## src/rtl/match_pkg.sv

```systemverilog
// Shared types and constants for the match controller.
//   state_t    : game-flow states; encoding is exported on state_o
//   WIN_*      : winner output encodings
//   RALLY_MAX  : saturation point of the rally counter
package match_pkg;

  typedef enum logic [2:0] {
    IDLE  = 3'd0,
    SERVE = 3'd1,
    PLAY  = 3'd2,
    PAUSE = 3'd3,
    OVER  = 3'd4
  } state_t;

  localparam logic [1:0] WIN_NONE = 2'b00;
  localparam logic [1:0] WIN_P1   = 2'b01;
  localparam logic [1:0] WIN_P2   = 2'b10;

  localparam logic [7:0] RALLY_MAX = 8'd255;

  function automatic logic [7:0] rally_inc(input logic [7:0] v);
    return (v == RALLY_MAX) ? v : v + 8'd1;
  endfunction

endpackage

```

## src/rtl/frame_evt_latch.sv

```systemverilog
// Sticky per-frame event flag.
//   CLK, RESETn : clock, asynchronous active-low reset
//   i_set       : level input; any high cycle sets the flag
//   i_sof       : start-of-frame pulse; the flag is consumed and cleared
//   o_flag      : registered flag, valid as the frame's event when i_sof is high
// A set arriving in the i_sof cycle itself survives into the next frame.
module frame_evt_latch (
  input  logic CLK,
  input  logic RESETn,
  input  logic i_set,
  input  logic i_sof,
  output logic o_flag
);

  logic r_flag;

  always_ff @(posedge CLK or negedge RESETn) begin
    if (!RESETn) begin
      r_flag <= 1'b0;
    end else if (i_sof) begin
      r_flag <= i_set;
    end else begin
      r_flag <= r_flag | i_set;
    end
  end

  assign o_flag = r_flag;

endmodule

```

## src/rtl/match_ctrl.sv

```systemverilog
// Foosball game-flow controller.
//   CLK, RESETn     : clock, asynchronous active-low reset
//   startOfFrame    : one-cycle pulse per video frame; all frame actions happen here
//   start_key       : keypad level; rising edge starts a match / leaves OVER
//   collision, doubleball, goal_left, goal_right : per-pixel hit levels
//   ball_reset      : one-cycle pulse reloading the ball to centre
//   ball_enable     : ball may move (PLAY only)
//   serve_dir       : 0 serve left, 1 serve right
//   double_active   : bonus second ball live
//   score_p1/p2     : scores, rally_cnt : saturating collision count
//   winner          : 00 none, 01 player1, 10 player2
//   state_o         : current state encoding
module match_ctrl
  import match_pkg::*;
#(
  parameter int unsigned WIN_SCORE     = 7,
  parameter int unsigned SERVE_FRAMES  = 60,
  parameter int unsigned PAUSE_FRAMES  = 120,
  parameter int unsigned DOUBLE_FRAMES = 600,
  parameter int unsigned TMR_W         = 10
) (
  input  logic       CLK,
  input  logic       RESETn,
  input  logic       startOfFrame,
  input  logic       start_key,
  input  logic       collision,
  input  logic       doubleball,
  input  logic       goal_left,
  input  logic       goal_right,
  output logic       ball_reset,
  output logic       ball_enable,
  output logic       serve_dir,
  output logic       double_active,
  output logic [3:0] score_p1,
  output logic [3:0] score_p2,
  output logic [7:0] rally_cnt,
  output logic [1:0] winner,
  output logic [2:0] state_o
);

  localparam logic [3:0]       L_WIN    = 4'(WIN_SCORE);
  localparam logic [TMR_W-1:0] L_SERVE  = TMR_W'(SERVE_FRAMES);
  localparam logic [TMR_W-1:0] L_PAUSE  = TMR_W'(PAUSE_FRAMES);
  localparam logic [TMR_W-1:0] L_DOUBLE = TMR_W'(DOUBLE_FRAMES);

  logic w_col, w_db, w_gl, w_gr;

  frame_evt_latch u_col (.CLK(CLK), .RESETn(RESETn), .i_set(collision),  .i_sof(startOfFrame), .o_flag(w_col));
  frame_evt_latch u_db  (.CLK(CLK), .RESETn(RESETn), .i_set(doubleball), .i_sof(startOfFrame), .o_flag(w_db));
  frame_evt_latch u_gl  (.CLK(CLK), .RESETn(RESETn), .i_set(goal_left),  .i_sof(startOfFrame), .o_flag(w_gl));
  frame_evt_latch u_gr  (.CLK(CLK), .RESETn(RESETn), .i_set(goal_right), .i_sof(startOfFrame), .o_flag(w_gr));

  state_t           r_state, w_state_nx;
  logic [TMR_W-1:0] r_tmr, w_tmr_nx;
  logic [TMR_W-1:0] r_dbl_tmr, w_dbl_tmr_nx;
  logic             r_dbl, w_dbl_nx;
  logic [3:0]       r_sc1, w_sc1_nx;
  logic [3:0]       r_sc2, w_sc2_nx;
  logic [3:0]       w_sc_new;
  logic [7:0]       r_rally, w_rally_nx;
  logic [1:0]       r_win, w_win_nx;
  logic             r_dir, w_dir_nx;
  logic             r_brst, w_brst_nx;
  logic             r_key_prev;
  logic             w_start_edge;

  assign w_start_edge = start_key & ~r_key_prev;

  always_ff @(posedge CLK or negedge RESETn) begin
    if (!RESETn) begin
      r_state    <= IDLE;
      r_tmr      <= '0;
      r_dbl_tmr  <= '0;
      r_dbl      <= 1'b0;
      r_sc1      <= '0;
      r_sc2      <= '0;
      r_rally    <= '0;
      r_win      <= WIN_NONE;
      r_dir      <= 1'b0;
      r_brst     <= 1'b0;
      r_key_prev <= 1'b0;
    end else begin
      r_state    <= w_state_nx;
      r_tmr      <= w_tmr_nx;
      r_dbl_tmr  <= w_dbl_tmr_nx;
      r_dbl      <= w_dbl_nx;
      r_sc1      <= w_sc1_nx;
      r_sc2      <= w_sc2_nx;
      r_rally    <= w_rally_nx;
      r_win      <= w_win_nx;
      r_dir      <= w_dir_nx;
      r_brst     <= w_brst_nx;
      r_key_prev <= start_key;
    end
  end

  always_comb begin
    w_state_nx   = r_state;
    w_tmr_nx     = r_tmr;
    w_dbl_tmr_nx = r_dbl_tmr;
    w_dbl_nx     = r_dbl;
    w_sc1_nx     = r_sc1;
    w_sc2_nx     = r_sc2;
    w_sc_new     = '0;
    w_rally_nx   = r_rally;
    w_win_nx     = r_win;
    w_dir_nx     = r_dir;
    w_brst_nx    = 1'b0;

    case (r_state)
      IDLE: begin
        if (w_start_edge) begin
          w_sc1_nx   = '0;
          w_sc2_nx   = '0;
          w_rally_nx = '0;
          w_win_nx   = WIN_NONE;
          w_dbl_nx   = 1'b0;
          w_brst_nx  = 1'b1;
          w_tmr_nx   = L_SERVE;
          w_state_nx = SERVE;
        end
      end

      SERVE: begin
        if (startOfFrame) begin
          if (r_tmr == '0) w_state_nx = PLAY;
          else             w_tmr_nx   = r_tmr - 1'b1;
        end
      end

      PLAY: begin
        if (startOfFrame) begin
          // Bonus ageing uses the pre-frame active flag, so a doubleball
          // event while active is ignored even on the expiry frame.
          if (r_dbl) begin
            if (r_dbl_tmr == '0) w_dbl_nx     = 1'b0;
            else                 w_dbl_tmr_nx = r_dbl_tmr - 1'b1;
          end
          if (w_gl || w_gr) begin
            w_dbl_nx = 1'b0;
            if (w_gl) begin
              w_sc_new = r_sc2 + 4'd1;
              w_sc2_nx = w_sc_new;
              w_dir_nx = 1'b0;
            end else begin
              w_sc_new = r_sc1 + 4'd1;
              w_sc1_nx = w_sc_new;
              w_dir_nx = 1'b1;
            end
            if (w_sc_new == L_WIN) begin
              w_win_nx   = w_gl ? WIN_P2 : WIN_P1;
              w_state_nx = OVER;
            end else begin
              w_tmr_nx   = L_PAUSE;
              w_state_nx = PAUSE;
            end
          end else begin
            if (w_db && !r_dbl) begin
              w_dbl_nx     = 1'b1;
              w_dbl_tmr_nx = L_DOUBLE;
            end
            if (w_col) w_rally_nx = rally_inc(r_rally);
          end
        end
      end

      PAUSE: begin
        if (startOfFrame) begin
          if (r_tmr == '0) begin
            w_rally_nx = '0;
            w_brst_nx  = 1'b1;
            w_tmr_nx   = L_SERVE;
            w_state_nx = SERVE;
          end else begin
            w_tmr_nx = r_tmr - 1'b1;
          end
        end
      end

      OVER: begin
        if (w_start_edge) w_state_nx = IDLE;
      end

      default: w_state_nx = IDLE;
    endcase
  end

  assign ball_reset    = r_brst;
  assign ball_enable   = (r_state == PLAY);
  assign serve_dir     = r_dir;
  assign double_active = r_dbl;
  assign score_p1      = r_sc1;
  assign score_p2      = r_sc2;
  assign rally_cnt     = r_rally;
  assign winner        = r_win;
  assign state_o       = r_state;

endmodule

```

## config.mk

```make
export PLATFORM = sky130hd
export DESIGN_NAME = match_ctrl
export DESIGN_NICKNAME = d
export VERILOG_FILES = /design/src/rtl/match_pkg.sv /design/src/rtl/frame_evt_latch.sv /design/src/rtl/match_ctrl.sv
export SDC_FILE = /design/constraint.sdc
export NUM_CORES = 1
export LEC_CHECK = 0
export BUFFER_PORTS_ARGS = -buffer_cell sky130_fd_sc_hd__buf_2
export CAP_MARGIN = 15
export CORE_MARGIN = 4
export CORE_UTILIZATION = 55
export DETAILED_ROUTE_END_ITERATION = 10
export PLACE_DENSITY_LB_ADDON = 0.25
export SLEW_MARGIN = 20
export SYNTH_ARGS = -nofsm -noshare
export SYNTH_HDL_FRONTEND = slang
export SYNTH_SLANG_ARGS = --single-unit
```

## constraint.sdc

```tcl
create_clock -name CLK -period 5 [get_ports CLK]
set_clock_uncertainty 0.15 [all_clocks]
set_input_delay 0.25 -clock CLK [delete_from_list [all_inputs] [get_ports CLK]]
set_output_delay 0.25 -clock CLK [all_outputs]
set_load 0.02 [all_outputs]
```

-- Word-level counts from Yosys, hierarchy flattened
Cells that the tools add are included.
- flip-flop bits (word level): 49
- bits of input ports: 8
- output and inout bits: 25
- logic and storage cells: 132
- add/sub/neg operators: 5
- equality and inequality tests: 22
- muxes and demuxes: 66
- bitwise gates (word level): 6
- reduce and logical (&&, ||, !) cells: 18
- operators by type and width (kind ; count):
    $mux 10 ; 12
    $mux 8 ; 7
    $mux 4 ; 11
    $pmux 10 s4 ; 1
    $mux 3 ; 9
    $ne 2x2->1 const B ; 12
    $pmux 8 s3 ; 1
    $reduce_and 8->1 ; 3
    $logic_not 10->1 ; 2
    $sub 10x1->10 const B ; 2
    $pmux 4 s2 ; 2
    $pmux 3 s5 ; 1
    $reduce_and 5->1 ; 3
    $mux 1 ; 14
    $mux 2 ; 5
    $add 4x1->4 const B ; 2
    $add 8x1->8 const B ; 1
    $eq 8x8->1 const B ; 1
    $ne 2x1->1 const B ; 4
    $eq 3x2->1 const B ; 2
    $reduce_and 3->1 ; 2
    $eq 4x3->1 const B ; 1
    $or 1x1->1 ; 4
    $pmux 1 s2 ; 2
    other kinds (13) ; 13

-- Longest topological paths before layout
Gate-level depths: netlist of the first run.
- depth after elaboration: 10
- depth in mapped cells: 9
- mapped depth without buffers: 8

-- Hierarchy
Synthesis of the first run repeated with hierarchy kept, for this count alone.
- cells, all modules: 313
- area, all modules: 2864.0 um^2
- modules (own cells, without submodules) (module ; times used ; cells each ; area an instance (um^2) ; sequential area each (um^2)):
    match_ctrl ; 1 ; 301 ; 2718.9 ; 1126.1
    frame_evt_latch ; 4 ; 3 ; 36.3 ; 25.0

-- Worst setup path after synthesis of the first run
OpenSTA, ideal clock, no wires.
- path kind: register to register
- start point: reg r_sc1[0], in the netlist score_p1[0]
- end point: reg r_tmr[6]
- library setup time: 83 ps
- arrival: 2102 ps
- data required time: 4767 ps
- setup slack: 2665 ps
- stages on the path, launching flop included: 9
- path buffers: 1
- clock period less this slack: 2335 ps
- path through: dfrtp_1 ha_1 or4b_2 a21oi_1 o21ai_0 nand3_1 buf_4 o21ai_0 o21ai_0
- word-level cells in the longest chain between the ends: 8
- ends and longest elaborated chain (element ; line ; text):
    from (decl) ; match_ctrl.sv:57 ; logic [3:0] r_sc1, w_sc1_nx;
    from (signal assigned) ; match_ctrl.sv:87 ; r_sc1 <= w_sc1_nx;
    $add 4x1->4 ; match_ctrl.sv:146 ; w_sc_new = r_sc1 + 4'd1;
    $mux 4 ; match_ctrl.sv:141 ; if (w_gl) begin
    $mux 4 ; match_ctrl.sv:139 ; if (w_gl || w_gr) begin
    $mux 4 ; match_ctrl.sv:132 ; if (startOfFrame) begin
    $mux 4 ; match_ctrl.sv:110 ; case (r_state)
    $eq 4x3->1 ; match_ctrl.sv:150 ; if (w_sc_new == L_WIN) begin
    $ne 2x2->1 (no line) ; n/a ;
    $reduce_and 8->1 (no line) ; n/a ;
    to (signal assigned) ; match_ctrl.sv:84 ; r_tmr <= w_tmr_nx;
    to (decl) ; match_ctrl.sv:54 ; logic [TMR_W-1:0] r_tmr, w_tmr_nx;
No other way between the ends. The select of a mux whose other input is x is not followed.
A chain may end at the register's enable or synchronous reset.

-- Final worst setup path of the first run
- start point: reg r_sc1[0], in the netlist score_p1[0]
- end point: reg r_tmr[9]
Same word-level chain as after synthesis.

==> metrics.cfg, run 1 <==
[floorplan]
num_rows = 25
fp.dieW_um = 78.0
pin_count = 33
start_util = 0.570
core_area_sq_um = 4720
die_h_um = 78.0
die_area_sq_um = 6080

[routing]
drc = 0
first_pass_iters = 4
post_drt_wl_per_cell_um = 14.7
drt_iter0_markers = 119
via_per_inst = 5.69
postRouteAntennaNets = 0
routed-via-count = 2304
finalWirelength_mm = 5.94

[clock_network]
cts_tree = yes
cts_buffer_depth = 2
cts_root_buf = clkbuf_8
clock_sinks = 49
clk_latency_ns = 0.31
numCtsBuffers = 5
post_cts_buffers = 0
cts.reportedPaths.clkPinSlew_ns = 0.09
htree_num_levels = 2

[placed_design]
pre_cts_slack_ns = 1.94
gp_congestion = 0.802
io_buffers = 32
placed_area_sq_um = 2890
dpl.hpwl_mm = 4.17
dp.cells = 391

[worst_setup_path]
crit_type = flop to flop
crit_fanout = 13
required_ns = 5.03
cp-end-kind = flop
start_kind = flop
cp.arrival_ns = 2.78

[global_routing]
grt_pass1_wl_mm = 10.7
grt-ovfl-total = 0
grt_max_degree = 50
grtUsageTotal = 0.215
antenna_found_initial = 0
grt_pass1_vias = 2168

[synthesis]
synth_top_area_share = 0.455
yosysWarnings = 0
synth.area.top_cells = dfrtp_1 (46%), o21ai_0 (7.2%), nand2_1 (5.9%), nor2_1 (3.9%), a21oi_1 (3.5%)
synth_ff_type = dfrtp_1
synth_nets = 316
yosysSeqAreaShare = 0.455
synth_cells = 302
synth_top_cell_by_area = dfrtp_1
syn_area_sq_um = 2690
ys_async_sr_fraction = 1.00
synth_cell_types = 53
syn_area_per_cell_sq_um = 8.92
synth-edff-count = 0
synth_seq_cells = 49

[layout]
drive_above_1_share = 0.157
finalNetCount = 351
antennaDiodeCount = 0
finalNonFillerCells = 405
post-route-util = 0.651
final_area_sq_um = 3070
syn_to_final_growth_pct = 14.1

[timing]
max_freq_mhz = 364
finalHoldViolations = 0
period_needed_ns = 2.75
tightest_slew_ns = 1.02
min_period_over_period = 0.549
rsz0062_at_grt = no
max-slew-margin-rel = 0.314
fin_ws_ns = 2.25
setup_viol = 0
finalSetupTns_ns = 0
hold_slack_ns = 0.142
slew_viol_final = 0

[power]
total_power_mw = 1.10
ir_drop_mv = 0.172
p_leak_nw = 1.39
p_per_area_nw_per_um2 = 359

[worst_hold_path]
hold_path_class = input pin to flop

[run]
drv_cap = 0

[run_status]
status = complete, no violations

[path summary, 6_finish.rpt]
kind,startpoint,depth (start not counted),end,slack [ns]
max in group asynchronous,RESETn,2,rally_cnt[1]$_DFFE_PN0P_,3.96
worst min-delay path,startOfFrame,3,score_p2[1]$_DFFE_PN0P_,0.14
min in group asynchronous,RESETn,2,score_p1[0]$_DFFE_PN0P_,0.34
worst min register to register,u_db.o_flag$_DFF_PN0_,1,u_db.o_flag$_DFF_PN0_,0.35
worst max-delay path,score_p1[0]$_DFFE_PN0P_,7,r_tmr[9]$_DFFE_PN0P_,2.25
worst max register to register,score_p1[0]$_DFFE_PN0P_,7,r_tmr[9]$_DFFE_PN0P_,2.25
[layout make-up]
| type | instances | area [sq um] |
|---|---|---|
| sequential | 49 | 1230 |
| fill | 408 | 1650 |
| clock buffer | 6 | 82.6 |
| timing repair buffer | 38 | 223 |
| clock inverter | 2 | 37.5 |
| tap | 67 | 83.8 |
| multi-input combinational | 233 | 1380 |
| inverter | 10 | 38.8 |
[synthesized netlist by cell type (2+ instances only)]
library cell and instances:
nor3b_1 6, o211ai_1 3, buf_2 3, a21o_1 4
o31a_1 2, nand2b_1 2, inv_1 9, dfrtp_1 49
nor3_1 9, and2_1 3, a21oi_1 19, clkbuf_1 5
ha_1 6, o31ai_1 2, a31oi_1 3, nor2_1 28
a211oi_1 3, nand3_1 13, nand2_1 42, nand4_1 2
or4_1 2, xor2_1 6, o21ai_0 39, nor4_1 3
and3_1 2, or2_2 3, xnor2_1 6, nor2b_1 3
[flip-flops by register name, summed over array words and instances, names as in the netlist]
| name | count |
|---|---|
| score_p2 | 4 |
| u_col.o_flag | 1 |
| ball_reset | 1 |
| u_gr.o_flag | 1 |
| u_db.o_flag | 1 |
| double_active | 1 |
| r_dbl_tmr | 10 |
| rally_cnt | 8 |
| state_o | 3 |
| r_tmr | 10 |
| r_key_prev | 1 |
| u_gl.o_flag | 1 |
| winner | 2 |
| score_p1 | 4 |
| serve_dir | 1 |
[power breakdown]
group	total (mW)	leakage, nW	switching (mW)	internal, mW
Combinational	0.277	0.690	0.169	0.109
Sequential	0.527	0.644	0.0770	0.450
Clock	0.300	0.0574	0.137	0.163
Total	1.10	1.39	0.382	0.721
[kinds of logic (layout without fill, tap and decap cells)]
family / count (synthesis) / count (layout) / synth area share
and+or+nand+nor: 128 / 128 / 0.244
AOI/OAI and AO/OA: 87 / 87 / 0.200
DFF: 49 / 49 / 0.455
buffers and inverters: 20 / 56 / 0.0339
xor gates and xnor gates: 12 / 12 / 0.0390
adders and majority gates: 6 / 6 / 0.0279
[routing by layer]
layer,share of wire,vias up,GRT usage
li1,-,1145,-
met1,0.49,1103,0.322
met2,0.46,51,0.317
met3,0.044,5,0.0418
met4,0.0089,0,0.0594
met5,0,-,0
[placed cells by master, fill, tap and decap left out, types with 5 or more instances in the layout]
cell,netlist,final
o21ai_0,39,39
ha_1,6,6
nor3_1,9,9
dfrtp_1,49,49
a21oi_1,19,19
inv_1,9,9
xnor2_1,6,6
clkbuf_8,0,6
buf_2,3,31
nor3b_1,6,5
nand3_1,13,13
xor2_1,6,6
nand2_1,42,42
dlygate4sd3_1,0,6
nor2_1,28,28
[timing repair]
action	CTS	global route
hold buffers	5	1
resized for setup	0	0
hold endpoints to repair	5	49
[critical path: stages (launching register included)]
cell     delay [ns]
dfrtp_1        0.43
ha_1           0.31
or4b_2         0.58
a21oi_1        0.25
o21ai_0        0.19
nand3_1        0.41
or2_2          0.22
o21ai_0        0.08
No activity file was read; power rests on OpenSTA's default activity.
==> inputs of run 2 (changes only) <==
clock period = 2.7 ns   (was 5 ns; I/O delays follow)
==> metrics.cfg, run 2 (synthesis results as in run 1) <==
[worst_setup_path]
max_stage_delay_ns = 0.58  ; about the same
rr_worst_depth = 7  ; unchanged
r2r-end = r_tmr[3]$_DFFE_PN0P_
cp.arrival_ns = 2.53  ; -0.25 ns
rr_startpoint = score_p1[0]$_DFFE_PN0P_
cp_common_cell = o21ai_0
crit_fanout = 9  ; -4
crit_type = flop to flop
start_kind = flop
r2r_slack_ns = 0.20  ; -2.05 ns
cp-end-kind = flop
crit_chain = ha_1, or4b_2, a21oi_1, o21ai_0, nand3_2, buf_4, o21ai_0
slowest_stage = or4b_2
required_ns = 2.73  ; -2.30 ns

[timing]
slew_viol_final = 0  ; unchanged
setup_viol = 0  ; unchanged
tightest_slew_ns = 0.654  ; -0.365 ns
rsz0062_at_grt = no
finalHoldViolations = 0  ; unchanged
max-slew-margin-rel = 0.560  ; +0.246
max_freq_mhz = 400  ; +9.8%
finalSetupTns_ns = 0  ; unchanged
min_period_over_period = 0.926  ; +0.377
period_needed_ns = 2.50  ; -0.246 ns

[clock_network]
cts.reportedPaths.clkPinSlew_ns = 0.09  ; about the same
cts_tree = yes
cts_buffer_depth = 2  ; unchanged
htree_num_levels = 2  ; unchanged
clk_latency_ns = 0.30  ; about the same
cts_root_buf = clkbuf_8
numCtsBuffers = 5  ; unchanged
clock_sinks = 49  ; unchanged
post_cts_buffers = 0  ; unchanged

[floorplan]
die_h_um = 78.0  ; unchanged
pin_count = 33  ; unchanged
core_area_sq_um = 4720  ; unchanged
fp.dieW_um = 78.0  ; unchanged
start_util = 0.570  ; unchanged
die_area_sq_um = 6080  ; unchanged
num_rows = 25  ; unchanged

[layout]
drive_above_1_share = 0.190  ; +0.0335
antennaDiodeCount = 0  ; unchanged
finalNetCount = 365  ; +4.0%
fill_cells = 381  ; -6.6%
syn_to_final_growth_pct = 17.9
layout_commonest_cell = dfrtp_1
multi_input_area_sq_um = 1380  ; unchanged
seq_area_sq_um = 1230  ; unchanged
final_cell_mix = dfrtp_1 (49), nand2_1 (42), o21ai_0 (39)
final_area_sq_um = 3180  ; +3.3%

[power]
p_leak_nw = 1.46  ; +5.3%
pwr-share-seq = 0.463  ; -0.014
ir_drop_mv = 0.302  ; +76%
p_sw_mw = 0.699  ; +83%
power_switching_share = 0.339  ; -0.00789
p_clk_frac = 0.262  ; -0.009
p_int_mw = 1.36  ; +89%
p_per_area_nw_per_um2 = 650  ; +81%
pwr-share-comb = 0.275  ; +0.024
total_power_mw = 2.06  ; +87%

[routing]
drt_iter0_markers = 210  ; +76%
first_pass_iters = 4  ; unchanged
via_per_inst = 5.62  ; -1.2%
routed-via-count = 2356  ; +2.3%
finalWirelength_mm = 5.99  ; +0.82%
drc = 0  ; unchanged
postRouteAntennaNets = 0  ; unchanged
post_drt_wl_per_cell_um = 14.3  ; -2.5%

[global_routing]
grt_max_degree = 30  ; -40%
grt-ovfl-total = 0  ; unchanged
grt_pass1_vias = 2343  ; +8.1%
grtUsageTotal = 0.221  ; +0.00617
antenna_found_initial = 0  ; unchanged
grt_pass1_wl_mm = 10.9  ; +2.1%

[placed_design]
io_buffers = 32  ; unchanged
placed_area_sq_um = 2990  ; +3.6%
gp_congestion = 0.864  ; +7.7%
dpl.hpwl_mm = 4.38  ; +5.0%

[run_status]
status = complete, no violations

[run]
drv_cap = 0  ; unchanged

[worst_hold_path]
hold_path_depth = 3  ; unchanged
min_to = score_p2[1]$_DFFE_PN0P_
hp-start = startOfFrame
hold_path_class = input pin to flop

[run 2: cell types whose count changed in the layout (fill, tap and decap cells not counted), sizes merged]
cell,change
buf,+14
[run 2: how the worst max path moves through the flow]
| stage | start | end | slack, ns | depth (start not counted) |
|---|---|---|---|---|
| 2_1_floorplan | score_p1[0]$_DFFE_PN0P_ | r_tmr[6]$_DFFE_PN0P_ | 0.37 | 8 |
| 3_3_place_gp | score_p1[0]$_DFFE_PN0P_ | r_tmr[3]$_DFFE_PN0P_ | 0.20 | 7 |
| 3_5_place_dp | score_p1[0]$_DFFE_PN0P_ | r_tmr[3]$_DFFE_PN0P_ | 0.13 | 7 |
| 4_1_cts | score_p1[0]$_DFFE_PN0P_ | r_tmr[3]$_DFFE_PN0P_ | 0.11 | 7 |
| 5_1_grt | score_p1[0]$_DFFE_PN0P_ | r_tmr[1]$_DFFE_PN0P_ | 0.007 | 8 |
| 6_report | score_p1[0]$_DFFE_PN0P_ | r_tmr[3]$_DFFE_PN0P_ | 0.20 | 7 |
[run 2: stage by stage]
stage	hold WS [ns]	setup slack (ns)	cells	util
4_1_cts	0.0364	0.108	419	0.671
3_3_place_gp	-0.0405	0.198	405	0.633
5_1_grt	0.0742	0.00748	419	0.672
3_5_place_dp	-0.0443	0.129	405	0.633
2_1_floorplan	-0.311	0.365	302	-
6_report	0.0434	0.200	419	0.672
[run 2: per-layer routing]
layer,part of all wire,global-route usage,wire (um),vias up
met4,0.014,0.0594,86,0
met5,0,0,0,-
met3,0.032,0.0383,190,8
li1,-,-,-,1178
met1,0.49,0.312,2930,1122
met2,0.46,0.353,2780,48
[run 2: worst max-delay path: cells and delay by family (launching register included)]
family	cells	cell delay, ns
buffers and inverters	1	0.16
and+or+nand+nor	2	0.79
AOI/OAI and AO/OA	3	0.52
DFF	1	0.44
adders and majority gates	1	0.31
[run 2: power by group through the flow]
stage | Clock, mW | Sequential [mW] | Combinational (mW)
final | 0.540 | 0.956 | 0.568
after global routing | 0.586 | 0.977 | 0.647
after CTS | 0.553 | 0.953 | 0.566
after detailed placement | 0 | 0.967 | 0.557
after global placement | 0 | 0.959 | 0.543
after floorplan | 0 | 0.973 | 0.382
[run 2: timing repair]
action,4_1_cts,5_1_grt
hold endpoints to repair,25,0
endpoints found under the setup margin,0,8
hold buffers,6,0
resized for setup,0,1
[run 2: final cells by class]
type	instances	area share
flip-flops and latches	49	0.386
repair buffers	52	0.102
multi-input cells	233	0.435
inverters	10	0.0122
clock buffers	6	0.0260
well taps	67	0.0264
clock inverters	2	0.0118
